[src/rtl/mrmw_rdata.sv]
// mrmw_rdata: multi-write-port, multi-read-port word memory with registered
// read data and a one-cycle read-valid flag.
// Optional feature: define MRMW_RDATA_WSTRB_EN to add per-byte write strobes
// (port wstrb). Without it, every write replaces the whole word.
// Same-address writes resolve toward the highest-indexed write port.
// READ_FIRST selects whether a colliding read sees the old or the new word.
module mrmw_rdata #(
  parameter int DATA_WIDTH = 32,
  parameter int ADDR_WIDTH = 2,
  parameter int NUM_WR     = 2,
  parameter int NUM_RD     = 2,
  parameter int READ_FIRST = 1
) (
  input  logic                           clk,
  input  logic                           rst_n,
  input  logic [NUM_WR-1:0]              wen,
  input  logic [NUM_WR*ADDR_WIDTH-1:0]   waddr,
  input  logic [NUM_WR*DATA_WIDTH-1:0]   wdata,
`ifdef MRMW_RDATA_WSTRB_EN
  input  logic [NUM_WR*DATA_WIDTH/8-1:0] wstrb,
`endif
  input  logic [NUM_RD-1:0]              ren,
  input  logic [NUM_RD*ADDR_WIDTH-1:0]   raddr,
  output logic [NUM_RD*DATA_WIDTH-1:0]   rdata,
  output logic [NUM_RD-1:0]              rvalid
);

  localparam int DEPTH = 1 << ADDR_WIDTH;
`ifdef MRMW_RDATA_WSTRB_EN
  localparam int NB = DATA_WIDTH / 8;
`endif

  // Storage is deliberately outside the reset domain: contents survive reset.
  logic [DATA_WIDTH-1:0] r_mem     [DEPTH];
  logic [DATA_WIDTH-1:0] w_mem_nxt [DEPTH];
  logic [DATA_WIDTH-1:0] w_rd_word [NUM_RD];

  logic [NUM_RD*DATA_WIDTH-1:0] r_rdata;
  logic [NUM_RD-1:0]            r_rvalid;

  // Post-write image of the memory; later ports overwrite earlier ones, so
  // the highest-indexed port wins each byte (or word) it writes.
  always_comb begin
    w_mem_nxt = r_mem;
    for (int i = 0; i < NUM_WR; i++) begin
      if (wen[i]) begin
`ifdef MRMW_RDATA_WSTRB_EN
        for (int b = 0; b < NB; b++) begin
          if (wstrb[i*NB + b]) begin
            w_mem_nxt[waddr[i*ADDR_WIDTH +: ADDR_WIDTH]][b*8 +: 8] =
              wdata[i*DATA_WIDTH + b*8 +: 8];
          end
        end
`else
        w_mem_nxt[waddr[i*ADDR_WIDTH +: ADDR_WIDTH]] = wdata[i*DATA_WIDTH +: DATA_WIDTH];
`endif
      end
    end
  end

  // Read word per port: pre-write array for read-first, resolved image otherwise.
  always_comb begin
    for (int j = 0; j < NUM_RD; j++) begin
      if (READ_FIRST != 0) begin
        w_rd_word[j] = r_mem[raddr[j*ADDR_WIDTH +: ADDR_WIDTH]];
      end else begin
        w_rd_word[j] = w_mem_nxt[raddr[j*ADDR_WIDTH +: ADDR_WIDTH]];
      end
    end
  end

  // Memory update; writes keep landing even while rst_n is low.
  always_ff @(posedge clk) begin
    r_mem <= w_mem_nxt;
  end

  // Read registers: cleared asynchronously, load on enable, otherwise hold.
  always_ff @(posedge clk or negedge rst_n) begin
    if (!rst_n) begin
      r_rdata  <= '0;
      r_rvalid <= '0;
    end else begin
      r_rvalid <= ren;
      for (int j = 0; j < NUM_RD; j++) begin
        if (ren[j]) begin
          r_rdata[j*DATA_WIDTH +: DATA_WIDTH] <= w_rd_word[j];
        end
      end
    end
  end

  assign rdata  = r_rdata;
  assign rvalid = r_rvalid;

endmodule

[config.mk]
export PLATFORM = sky130hd
export DESIGN_NAME = mrmw_rdata
export DESIGN_NICKNAME = d
export VERILOG_FILES = /design/src/rtl/mrmw_rdata.sv
export SDC_FILE = /design/constraint.sdc
export NUM_CORES = 1
export LEC_CHECK = 0
export BUFFER_PORTS_ARGS = -buffer_cell sky130_fd_sc_hd__buf_2
export CORE_UTILIZATION = 40
export CTS_CLUSTER_SIZE = 20
export DETAILED_ROUTE_END_ITERATION = 10
export PLACE_DENSITY_LB_ADDON = 0.12
export SLEW_MARGIN = 10
export SYNTH_ARGS = -nofsm -noshare
export SYNTH_HDL_FRONTEND = slang
export SYNTH_SLANG_ARGS = --single-unit
[constraint.sdc]
create_clock -name clk -period 1 [get_ports clk]
set_clock_uncertainty 0.2 [all_clocks]
set_input_delay 0.05 -clock clk [delete_from_list [all_inputs] [get_ports clk]]
set_output_delay 0.05 -clock clk [all_outputs]
set_load 0.03 [all_outputs]
Word level (Yosys, flattened, before mapping). Index checks and enable logic that the tools add are counted.

Register bits after elaboration: 194. Latch bits: 0. Memory bits (writable): 0. Memory bits (read-only): 0. Input port bits: 78. Output and inout port bits: 66. Memories: 0.

$add $sub $neg: 0. $mul: 0. Div/mod/pow operators: 0. $lt $le $gt $ge: 6. Equality and inequality tests: 0. Shift-type cells: 0. Mux-type cells: 14. Bitwise logic cells: 4. Reduce and logical (&&, ||, !) cells: 2.

Operators with widths (number): 128-bit bitwise mux (2); 128-bit two-way mux (2); 32-bit two-way mux (6); 32-bit binary-select mux with 2-bit select (2); 32-bit demux with 2-bit select (2); 3-bit greater-or-equal comparator (second input constant) (4); 2-bit inverter with 3-bit output (4); 3-bit by 1-bit < comparator with 1-bit output (second input constant) (2); 1-bit logical AND (2).

Longest topological paths before layout.
Depth after elaboration: 9. Gate-level depth with buffers: 5. Mapped depth without buffers: 3.

Least setup slack after synthesis. OpenSTA, ideal clock, no wires.

Path kind: input -> register. Start point: input waddr[3]. End point: register r_mem[100] (netlist bit). Setup time: 0.122 ns. Data arrival time: 0.868 ns. Required time: 0.678 ns. Slack: -0.190 ns. Stages on the path: 5. Buffers on the path: 2. Cell sequence: or3b_1 buf_2 buf_2 nor2_1 a31oi_1.

RTL lines: from (decl) (RTL line 17) `input logic [NUM_WR*ADDR_WIDTH-1:0] waddr,`; to (signal assigned) (RTL line 74) `r_mem <= w_mem_nxt;`; to (decl) (RTL line 34) `logic [DATA_WIDTH-1:0] r_mem [DEPTH];`.

Final worst setup path.
Start point: register r_rdata[0], in the netlist rdata[0]. End point: output rdata[0].

RTL lines: from (decl) (RTL line 38) `logic [NUM_RD*DATA_WIDTH-1:0] r_rdata;`; from (signal, indexed assignment) (RTL line 86) `r_rdata[j*DATA_WIDTH +: DATA_WIDTH] <= w_rd_word[j];`; to (decl) (RTL line 24) `output logic [NUM_RD*DATA_WIDTH-1:0] rdata,`.

No word-level cell between the ends.

==> summary.txt <==
Drt
  – Initial DRC Count: about 650
  – Drt wl/cell: 19.1 um
  – Post-route DRC: 0
  – 1st-pass router iterations: 5
  – Vias: 8798
  – Avg Vias per Cell: about 5.4
  – Remaining antenna violation count: 0
  – Routed Wire Length: roughly 30 mm

GRT
  – Vias in the first global route: 8549
  – Routing usage on met3: 3.98%
  – Busiest grt layer: met2
  – Grt met2 use: a little over two fifths
  – Largest net degree at the start of global routing: 65
  – Total grt overflow: 0
  – First-pass GRT wire length: 47.9 mm
  – Overall Global Routing Usage: 26.2%
  – Initial antenna violation count: 0
  – Met1 Use GR: approximately 36%

Floorplan
  – Die height: 155 um
  – Ports: 144
  – Die X-Extent: 155 um
  – Starting density of the core: about 41%
  – Die Area: between 20000 and 25000 sq um
  – Placeable Area: 22800 sq um
  – Row count: between 50 and 60

Timing
  – Post-route setup slack: -0.283 ns
  – Tmin final: 1.28 ns
  – Slew Limit Fails: 0
  – Final Hold Fails: 92
  – Period utilization: 128%
  – Count of final setup violators: between 70 and 80
  – RSZ-0062 raised after global routing: yes
  – Hold_ws: -0.220 ns
  – Worst Tran Pin Value: 0.343 ns
  – FMAX: between 700 and 800 MHz
  – Relative slew slack: 77.1%

Clocking
  – Clk_lat worst skew: between 0.4 and 0.5 ns
  – CTS Hold Bufs: 66
  – TritonCTS Buffers: 17
  – CTS root buffer: clkbuf_16
  – Clk pin slew, worst setup/hold paths: 0.08 ns
  – H-tree levels: 4
  – CTS Sinks: approximately 190
  – CTS tree: done
  – Clock Tree Buf Depth: 2

Synthesis
  – Synth cell types: 21
  – Post-synthesis register bit count: 194
  – Post-synth top area share: 27.4%
  – Number of synthesized flops with an enable pin: 0
  – Cells after Synth: 1065
  – Synth Net Count: 1143
  – Post-synthesis sequential area ratio: 45.1%
  – Mapped Area: 9340 sq um
  – Ys Warns: 0
  – Mapped Avg Cell Area: 8.77 sq um
  – Commonest cells in the netlist: nand2_1 (257), dfxtp_1 (128), mux2i_1 (128), nor2_1 (128), a31oi_1 (127)
  – Cell taking the most area after synthesis: dfxtp_1
  – Most frequent cell after synthesis: nand2_1
  – Post-synth ARST share: 34.0%
  – Main synth FF type: dfxtp_1
  – Top post-synthesis cells by area: dfxtp_1 (27%), dfrtp_1 (18%), mux2i_1 (14%)

Power and ir drop
  – Final Power: about 25000 uW
  – VDD IR max: between 0.9 and 1 mV
  – Leakage: 0.00591 uW
  – Pwr dens: between 1500 and 2000 nW/um^2

Layout
  – Util after Layout: 58.0%
  – Layout cells sized above 1: between 30% and 40%
  – Register area: 4320 sq um
  – Filler Cells Inserted: 1952
  – Fin nets: 1370
  – Multi-input gate area: approximately 4900 sq um
  – Area growth syn-to-layout: 41.3%
  – Antenna cell count: 0

Worst hold path
  – Worst min path class: input port to flop

Critical path
  – CP Class: flop to output pin
  – Buf/Inv on CP: 1
  – Worst Path Required: ~0.75 ns
  – Worst Path Arrival: 1.03 ns
  – Critical Path Fanout Max: 2
  – Worst path slowest cell: dfrtp_2
  – Largest delay share family, worst path: flip-flops
  – Critical Path Sink Type: output pin
  – Crit-path cells: buf_6
  – Startpoint class of the critical path: flop
  – Slowest Stage Delay on Critical Path: 0.45 ns

Run status
  – Violated checks: negative hold slack, negative setup slack
  – Outcome: complete, but fails checks

Run
  – Max-cap viol count: 0

Placed design
  – DP HPWL: ~20 mm
  – Port-buffer cells: 143
  – Gpl congestion: 0.777
  – Dpl ws: -0.472 ns
==> stage by stage <==
stage / TNS, ns / cells / hold WS (ns) / area (sq um)
CTS: -17.30 / 1608 / -0.241 / 12800
detailed placement: -47.29 / 1493 / -0.131 / 10900
global route: -19.11 / 1618 / -0.232 / 13200
global placement: -44.93 / 1493 / -0.152 / 10900
floorplan: -4.22 / 1065 / -0.446 / 9530
finish: -16.42 / 1618 / -0.220 / 13200
==> registers in the layout, indices dropped and copies added (netlist names) <==
name,cells
rvalid,2
rdata,64
r_mem,128
==> per-layer routing <==
metal	vias up	routed length, um
met1	4278	14400
met4	0	466
met5	-	0
met3	33	1520
met2	284	14500
li1	4203	-
==> kinds of logic (layout without fill, tap and decap cells) <==
family | after synthesis | count (layout) | share of synthesized area (%)
simple gates | 464 | 464 | 21.0
flops | 194 | 194 | 45.1
mux | 128 | 128 | 13.7
buf+inv | 87 | 327 | 5.48
compound gates | 192 | 192 | 14.6
==> cell usage in the layout (no fill, tap or decap), types with 35 or more instances in the layout <==
cell type | Yosys | final
dfxtp_1 | 128 | 107
nand2b_1 | 66 | 45
dfrtp_2 | 0 | 64
a31oi_1 | 127 | 127
buf_4 | 15 | 35
nor2_1 | 128 | 127
dlygate4sd3_1 | 0 | 66
buf_6 | 14 | 90
nand2_1 | 257 | 255
mux2i_1 | 128 | 123
o221ai_1 | 64 | 45
buf_2 | 19 | 74
==> worst paths after layout <==
kind / startpoint / end / slack (ns) / cells past startpoint
max: rdata[0]$_DFFE_PN0P_ / rdata[0] / -0.28 / 1
min: ren[1] / rvalid[1]$_DFF_PN0_ / -0.22 / 2
max reg2reg: rdata[16]$_DFFE_PN0P_ / rdata[16]$_DFFE_PN0P_ / -0.10 / 4
min reg2reg: r_mem[95]$_DFF_P_ / r_mem[95]$_DFF_P_ / 0.28 / 2
max in group asynchronous: rst_n / rdata[48]$_DFFE_PN0P_ / 0.34 / 3
min in group asynchronous: rst_n / rdata[33]$_DFFE_PN0P_ / -0.06 / 3
==> power breakdown <==
group          internal [uW]  total, uW  switching (uW)
sequential              9390      10600            1240
clock                   4380       7590            3220
combinational           3440       6980            3540
total                  17200      25200            7990
==> area by class of cell <==
cell class | count | area share, %
timing repair buffer | 295 | 22.0
clock inverter | 13 | 1.52
clock buffer | 19 | 3.43
multi-input combinational | 784 | 37.3
tap | 313 | 2.97
sequential | 194 | 32.7
==> repair_timing <==
item | 4_1_cts | 5_1_grt
setup endpoints to repair | 72 | 103
endpoints found under the hold margin | 229 | 64
pin swaps | 2 | 9
resized for setup | 153 | 80
buffers inserted | 17 | 19
(Power assumes the default switching activity.)
